==> config.mk <==
export PLATFORM = sky130hd
export DESIGN_NAME = scaler_cfg_ctrl
export DESIGN_NICKNAME = d
export VERILOG_FILES = /design/src/rtl/scaler_cfg_ctrl.sv
export SDC_FILE = /design/constraint.sdc
export NUM_CORES = 1
export LEC_CHECK = 0
export CORE_MARGIN = 3
export CORE_UTILIZATION = 30
export DETAILED_ROUTE_END_ITERATION = 10
export GPL_ROUTABILITY_DRIVEN = 0
export HOLD_SLACK_MARGIN = 0.1
export PLACE_DENSITY = 0.47
export SYNTH_ARGS = -nofsm -noshare
export SYNTH_HDL_FRONTEND = slang
export SYNTH_SLANG_ARGS = --single-unit
==> constraint.sdc <==
create_clock -name clk -period 2.4 [get_ports clk]
set_clock_uncertainty 0.2 [all_clocks]
set_input_delay 0.48 -clock clk [delete_from_list [all_inputs] [get_ports clk]]
set_output_delay 0.48 -clock clk [all_outputs]
set_load 0.1 [all_outputs]
==> src/rtl/scaler_cfg_ctrl.sv <==
// scaler_cfg_ctrl: double-buffered scaler configuration applied at frame start, with input frame/line monitoring
// Ports: clk, rst_n (async active-low); cfg_wr/cfg_adr/cfg_wdata write staging (0 h_step, 1 v_step, 2 inline_size);
// cfg_commit requests apply at the next frame start, cfg_busy while not yet applied; err_clr clears sticky flags;
// de_i/hs_i/vs_i input timing; reg_* active configuration; cfg_applied pulses when it changes;
// frame_cnt frames started; line_size pixels of last line; err_step rejected commit; err_line oversized line.
module scaler_cfg_ctrl #(
  parameter logic [15:0] SCALE_STEP = 16'd128,
  parameter logic [15:0] LINE_IN_SIZE_MAX = 16'd1024,
  parameter logic [15:0] INLINE_SIZE_DEF = 16'd12
) (
  input  logic        clk,
  input  logic        rst_n,
  input  logic        cfg_wr,
  input  logic [1:0]  cfg_adr,
  input  logic [15:0] cfg_wdata,
  input  logic        cfg_commit,
  output logic        cfg_busy,
  input  logic        err_clr,
  input  logic        de_i,
  input  logic        hs_i,
  input  logic        vs_i,
  output logic [15:0] reg_h_scale_step,
  output logic [15:0] reg_v_scale_step,
  output logic [15:0] reg_v_scale_inline_size,
  output logic        cfg_applied,
  output logic [15:0] frame_cnt,
  output logic [15:0] line_size,
  output logic        err_step,
  output logic        err_line
);
  typedef enum logic [1:0] {IDLE, PEND, APPLY} state_t;
  state_t state, state_nx;
  logic [15:0] stg_h, stg_v, stg_i, pix;
  logic vs_q, hs_q, frame_start, line_end, step_ok, step_bad, line_bad, do_apply;
  always_comb begin
    frame_start = vs_i & ~vs_q;
    line_end = hs_i & ~hs_q;
    step_ok = (stg_h != 16'd0) && (stg_v != 16'd0);
    step_bad = (state == IDLE) && cfg_commit && !step_ok;
    line_bad = line_end && (pix > LINE_IN_SIZE_MAX);
    do_apply = (state == PEND) && frame_start;
    state_nx = state;
    case (state)
      IDLE: state_nx = (cfg_commit && step_ok) ? PEND : IDLE;
      PEND: state_nx = frame_start ? APPLY : PEND;
      default: state_nx = IDLE;
    endcase
    cfg_busy = state != IDLE;
    cfg_applied = state == APPLY;
  end
  always_ff @(posedge clk or negedge rst_n)
    if (!rst_n) state <= IDLE;
    else state <= state_nx;
  // Active set is loaded on the edge entering APPLY so it is visible together with the cfg_applied pulse.
  always_ff @(posedge clk or negedge rst_n)
    if (!rst_n) begin
      stg_h <= SCALE_STEP;
      stg_v <= SCALE_STEP;
      stg_i <= INLINE_SIZE_DEF;
      reg_h_scale_step <= SCALE_STEP;
      reg_v_scale_step <= SCALE_STEP;
      reg_v_scale_inline_size <= INLINE_SIZE_DEF;
      vs_q <= 1'b0;
      hs_q <= 1'b0;
      frame_cnt <= 16'd0;
      line_size <= 16'd0;
      pix <= 16'd0;
      err_step <= 1'b0;
      err_line <= 1'b0;
    end else begin
      if (cfg_wr && cfg_adr == 2'd0) stg_h <= cfg_wdata;
      if (cfg_wr && cfg_adr == 2'd1) stg_v <= cfg_wdata;
      if (cfg_wr && cfg_adr == 2'd2) stg_i <= cfg_wdata;
      if (do_apply) begin
        reg_h_scale_step <= stg_h;
        reg_v_scale_step <= stg_v;
        reg_v_scale_inline_size <= stg_i;
      end
      vs_q <= vs_i;
      hs_q <= hs_i;
      if (frame_start) frame_cnt <= frame_cnt + 16'd1;
      if (line_end) line_size <= pix;
      pix <= hs_i ? 16'd0 : (de_i && pix != 16'hFFFF) ? pix + 16'd1 : pix;
      err_step <= step_bad | (err_step & ~err_clr);
      err_line <= line_bad | (err_line & ~err_clr);
    end
endmodule

==> flow_metrics.tcl <==
set metrics [dict create \
    rows 51 \
    fin_setup_tns_ns 0 \
    coreArea_sq_um 19700 \
    synthTopCellsByArea "dfrtp_1 58%, mux2_2 21%, dfstp_2 3.5%" \
    port_buffers 109 \
    irDropWorstVdd_mv 0.889 \
    final_nets 598 \
    numPlacedInstances 814 \
    cts.path.max_buffers 2 \
    drtPass1Iterations 4 \
    cts-buffers-inserted 17 \
    drtIter0Drc 125 \
    drive_gt1_share_pct 46.4 \
    synthCells 430 \
    fin_hold_ws_ns 0.265 \
    wire_per_inst_microns 16.3 \
    die_h_microns 148 \
    setup_violations 0 \
    syn_area_sq_um 6090 \
    synth.distinct_cells 43 \
    instances_no_fill 847 \
    slew_headroom_pct 59.7 \
    end_kind "flip-flop" \
    maxCapViolCount 0 \
    run_status "finished clean" \
    r2r-start "pix[4]$_DFFE_PN0P_" \
    die_w_microns 148 \
    syn_avg_cell_area_sq_um 14.2 \
    htreeDepth 4 \
    ys_seq_elements 150 \
    finalWirelength_microns 13800 \
    diodes 0 \
    cp-startpoint "pix[4]$_DFFE_PN0P_" \
    yosys.area.top_type_share_pct 58.4 \
    reg2reg_to "pix[13]$_DFFE_PN0P_" \
    grt_max_degree 49 \
    dp_hpwl_microns 9800 \
    crit_end "pix[13]$_DFFE_PN0P_" \
    first_global_vias 4156 \
    start_util_pct 30.9 \
    viasPerCell 4.67 \
    syn_to_final_growth_pct 34.2 \
    clk_pin_slew_ns 0.06 \
    cts_sinks 150 \
    rsz0062_at_grt "no" \
    fmax_ghz 0.444 \
    synth-seq-area-share_pct 61.8 \
    worstRegToRegCells 5 \
    fin_crit_sh_pct 93.8 \
    period_needed_ns 2.25 \
    drv_slew 0 \
    drc 0 \
    rrSetupSlack_ns 0.15 \
    ctsRootBufferMaster "clkbuf_16" \
    yosysMostFrequentCell "dfrtp_1" \
    grtUsageTotal_pct 13.1 \
    synth-edff-count 0 \
    syn_nets 459 \
    worstPathMaxFanout 8 \
    synth_top_area_cell "dfrtp_1" \
    insertion_delay_ns 0.41 \
    place_area_sq_um 7530 \
    cp_data_arrival_time_ns 2.38 \
    synth_common_cells "142 x dfrtp_1, 112 x mux2_2, 15 x nand2_1" \
    synth_async_sr_flop_share_pct 100 \
    nFillCells 1879 \
    crit_type "reg2reg" \
    yosys_warnings 0 \
    io_pins 110 \
    gr-total-overflow 0 \
    dieArea_sq_um 22000 \
    num_vias 3959 \
    multi_input_area_sq_um 2250 \
    crit_path_start_kind "flip-flop" \
    power_density_nw_per_um2 1440 \
    max_slew.worst_pin.slew_ns 0.600 \
    final-hold-violation-count 0 \
    synth_ff_type "dfrtp_1" \
    required_ns 2.53 \
    p_leak_uw 0.00363 \
    cts_tree "yes" \
    antenna_found_initial 0 \
    grt_pass1_wl_microns 22500 \
    final_util_pct 41.4 \
    antenna_left 0 \
    final-seq-area_sq_um 3760 \
    final_area_sq_um 8170 \
    min_path_type "reg2reg" \
]
-- final cells by class --
type,instances,area share (%)
sequential,150,46.1
clock buffer,20,5.59
tap,265,4.06
clock inverter,12,2.05
inverter,6,0.276
multi-input combinational,259,27.5
timing repair buffer,135,14.4
-- worst min-delay path by stage --
stage                              start                        end  cells past startpoint
2_1_floorplan                      rst_n         err_line$_DFF_PN0_                      0
3_3_place_gp                       rst_n  frame_cnt[10]$_DFFE_PN0P_                      1
3_5_place_dp                       rst_n   frame_cnt[9]$_DFFE_PN0P_                      1
4_1_cts        frame_cnt[15]$_DFFE_PN0P_  frame_cnt[15]$_DFFE_PN0P_                      1
5_1_grt        frame_cnt[15]$_DFFE_PN0P_  frame_cnt[15]$_DFFE_PN0P_                      1
6_report       frame_cnt[15]$_DFFE_PN0P_  frame_cnt[15]$_DFFE_PN0P_                      1
-- metrics by stage --
stage | worst slack, ns | total power [uW]
after floorplan | 0.00236 | 7780
after global placement | -0.0325 | 9050
after detailed placement | -0.00733 | 9090
after CTS | 0.155 | 11900
after global routing | 0.0321 | 12300
final | 0.149 | 11800
-- report_power, final --
group,switching [uW],internal (uW)
logic,4120,1240
clock network,1070,1710
registers,421,3200
total,5610,6150
-- state kept, by name, indices dropped and copies added, names as in the netlist --
signal                   flops
reg_v_scale_inline_size     16
hs_q                         1
state                        2
pix                         16
vs_q                         1
stg_v                       16
line_size                   16
err_step                     1
stg_i                       16
reg_h_scale_step            16
reg_v_scale_step            16
stg_h                       16
err_line                     1
frame_cnt                   16
-- kinds of logic (layout without fill, tap and decap cells) --
family / after synthesis / after routing / share of synthesized area, %
AOI/OAI and AO/OA: 26 / 26 / 2.90
xor gates and xnor gates: 17 / 17 / 2.45
adders and majority gates: 3 / 3 / 0.617
buffers and inverters: 21 / 173 / 1.36
DFF: 150 / 150 / 61.8
muxes: 113 / 113 / 20.9
and+or+nand+nor: 100 / 100 / 9.99
-- critical path, cell delays in order, from the launching register on --
cell     delay (ns)
dfrtp_1        0.44
nand3_1        0.24
buf_4          0.25
or4_4          0.53
or3_1          0.35
a21oi_1        0.16
-- repair_timing --
| action | 4_1_cts | 5_1_grt |
|---|---|---|
| hold buffers | 1 | 0 |
| setup buffers | 0 | 0 |
| gates resized for setup | 0 | 0 |
| endpoints found under the hold margin | 34 | 0 |
-- cells in the final DEF (no fill, tap or decap), types with 3 or more instances in the layout --
cell	n
buf_4	101
nor4_1	12
nor3_1	8
nor2b_1	5
dfstp_2	8
clkbuf_16	17
clkdlybuf4s50_1	24
nor2_1	11
and3_1	5
a21oi_1	7
nand2_1	15
nand3_1	7
nand4_1	12
dfrtp_1	142
xnor2_1	12
inv_1	6
buf_12	8
o21ai_0	9
or3_1	6
mux2_2	112
xor2_1	5
ha_1	3
bufinv_16	3
-- routing by layer --
layer  wire [microns]  GRT usage, %
met1             5810          15.9
met2             6780          21.2
met3             1070          6.12
met4              116          3.46
met5                0             0
Power figures use the tool's default switching activity.
==> patch (same settings) <==
Add an input register stage for `cfg_wdata`; this delays it by one clock. The other inputs are not delayed to match.
--- a/src/rtl/scaler_cfg_ctrl.sv
+++ b/src/rtl/scaler_cfg_ctrl.sv
@@ -29,6 +29,13 @@
   output logic        err_line
 );
   typedef enum logic [1:0] {IDLE, PEND, APPLY} state_t;
+
+  logic [15:0] cfg_wdata_q;
+
+  always_ff @(posedge clk) begin
+    cfg_wdata_q <= cfg_wdata;
+  end
+
   state_t state, state_nx;
   logic [15:0] stg_h, stg_v, stg_i, pix;
   logic vs_q, hs_q, frame_start, line_end, step_ok, step_bad, line_bad, do_apply;
@@ -68,9 +75,9 @@
       err_step <= 1'b0;
       err_line <= 1'b0;
     end else begin
-      if (cfg_wr && cfg_adr == 2'd0) stg_h <= cfg_wdata;
-      if (cfg_wr && cfg_adr == 2'd1) stg_v <= cfg_wdata;
-      if (cfg_wr && cfg_adr == 2'd2) stg_i <= cfg_wdata;
+      if (cfg_wr && cfg_adr == 2'd0) stg_h <= cfg_wdata_q;
+      if (cfg_wr && cfg_adr == 2'd1) stg_v <= cfg_wdata_q;
+      if (cfg_wr && cfg_adr == 2'd2) stg_i <= cfg_wdata_q;
       if (do_apply) begin
         reg_h_scale_step <= stg_h;
         reg_v_scale_step <= stg_v;
Formal check against the unedited RTL: not equivalent (a bounded check fails within 4 cycles, from zero or initial values and one cycle with rst_n low).
==> patch against the original RTL <==
Global-route usage decreased by 0.26 points. Cell area increased by 4.4%. Power increased by 4.0%. Utilization decreased by 1.1 points. Synthesized area increased by 6.8%. Sequential cell count increased by 16. Routed wire length increased by 5.7%. Setup slack improved by 46 ps. Critical path type unchanged. Critical endpoint is now pix[11]. Largest cell class unchanged.
==> patch: results <==
metrics = {
    "pwr": {
        "leakagePower_uw": 0.00381,
    },
    "place": {
        "dp_slack_ps": -44.5,
        "placedInstanceArea_sq_mm": 0.00789,
    },
    "critical_path": {
        "cp.arrival_ps": 2310,
        "path_delay_family": "compound AO/OA/AOI/OAI gates",
        "crit_slowest_cell": "a2111oi_0",
        "crit_fanout": 10,
        "reg2reg_setup_slack_ps": 200,
    },
    "synthesis": {
        "synth_area_leaders": "dfrtp_1 (55%), mux2_2 (20%), dfxtp_1 (4.9%)",
        "synthArstFlopShare_pct": 90.4,
        "syn_nets": 487,
        "syn_area_per_cell_sq_um": 14.2,
        "synthTopCellsByCount": "dfrtp_1 (142), mux2_2 (118), dfxtp_1 (16), nand2_1 (16), nor2_1 (15)",
        "seq_area_frac_synth_pct": 62.8,
        "synthDistinctLibCells": 44,
    },
    "global_route": {
        "grt_pass1_wl_microns": 24100,
        "grt_max_degree": 65,
        "grt_use_met2_pct": 20.3,
        "first_global_vias": 4398,
        "track_usage_pct": 12.9,
    },
    "routing": {
        "wl_per_cell_microns": 16.7,
        "drtIter0Drc": 126,
        "detail_route.vias_per_cell": 4.66,
    },
    "status": {
        "outcome": "completed",
    },
    "timing": {
        "min_period_over_period_pct": 91.8,
        "worstMarginPinSlew_ps": 525,
    },
    "min_path": {
        "min_to": "pix[15]",
        "hold_start": "pix[15]",
    },
    "finish": {
        "drive_above_1_share_pct": 45.1,
    },
}
==> patch: cell count changes after synthesis, sizes merged, moves of 5 or more <==
cell and delta:
or3 -5, dfxtp +16, buf +7, nor3 -5, nor2b +5, mux2 +6
==> patch: logic make-up (layout without fill, tap and decap cells) <==
kind of cell,Yosys count,count (layout),share of synthesized area (%)
flip-flops,166,166,62.8
multiplexers,119,119,20.6
AND/OR/NAND/NOR,104,104,9.51
AO/OA/AOI/OAI,26,26,2.58
buffers and inverters,24,165,1.77
XOR/XNOR,16,16,2.16
adder cells (fa/ha/maj),3,3,0.577
==> patch: power breakdown <==
group	internal (uW)	total (uW)	switching, uW
sequential	3480	3940	468
combinational	1260	5370	4110
clock	1700	2900	1200
==> patch: layout make-up <==
cell class / count / area, sq um
Fill cell: 1990 / 12600
Sequential cell: 166 / 4080
Clock inverter: 14 / 186
Inverter: 6 / 22.5
Tap cell: 275 / 344
Timing Repair Buffer: 127 / 1140
Clock buffer: 18 / 439
Multi-Input combinational cell: 268 / 2310
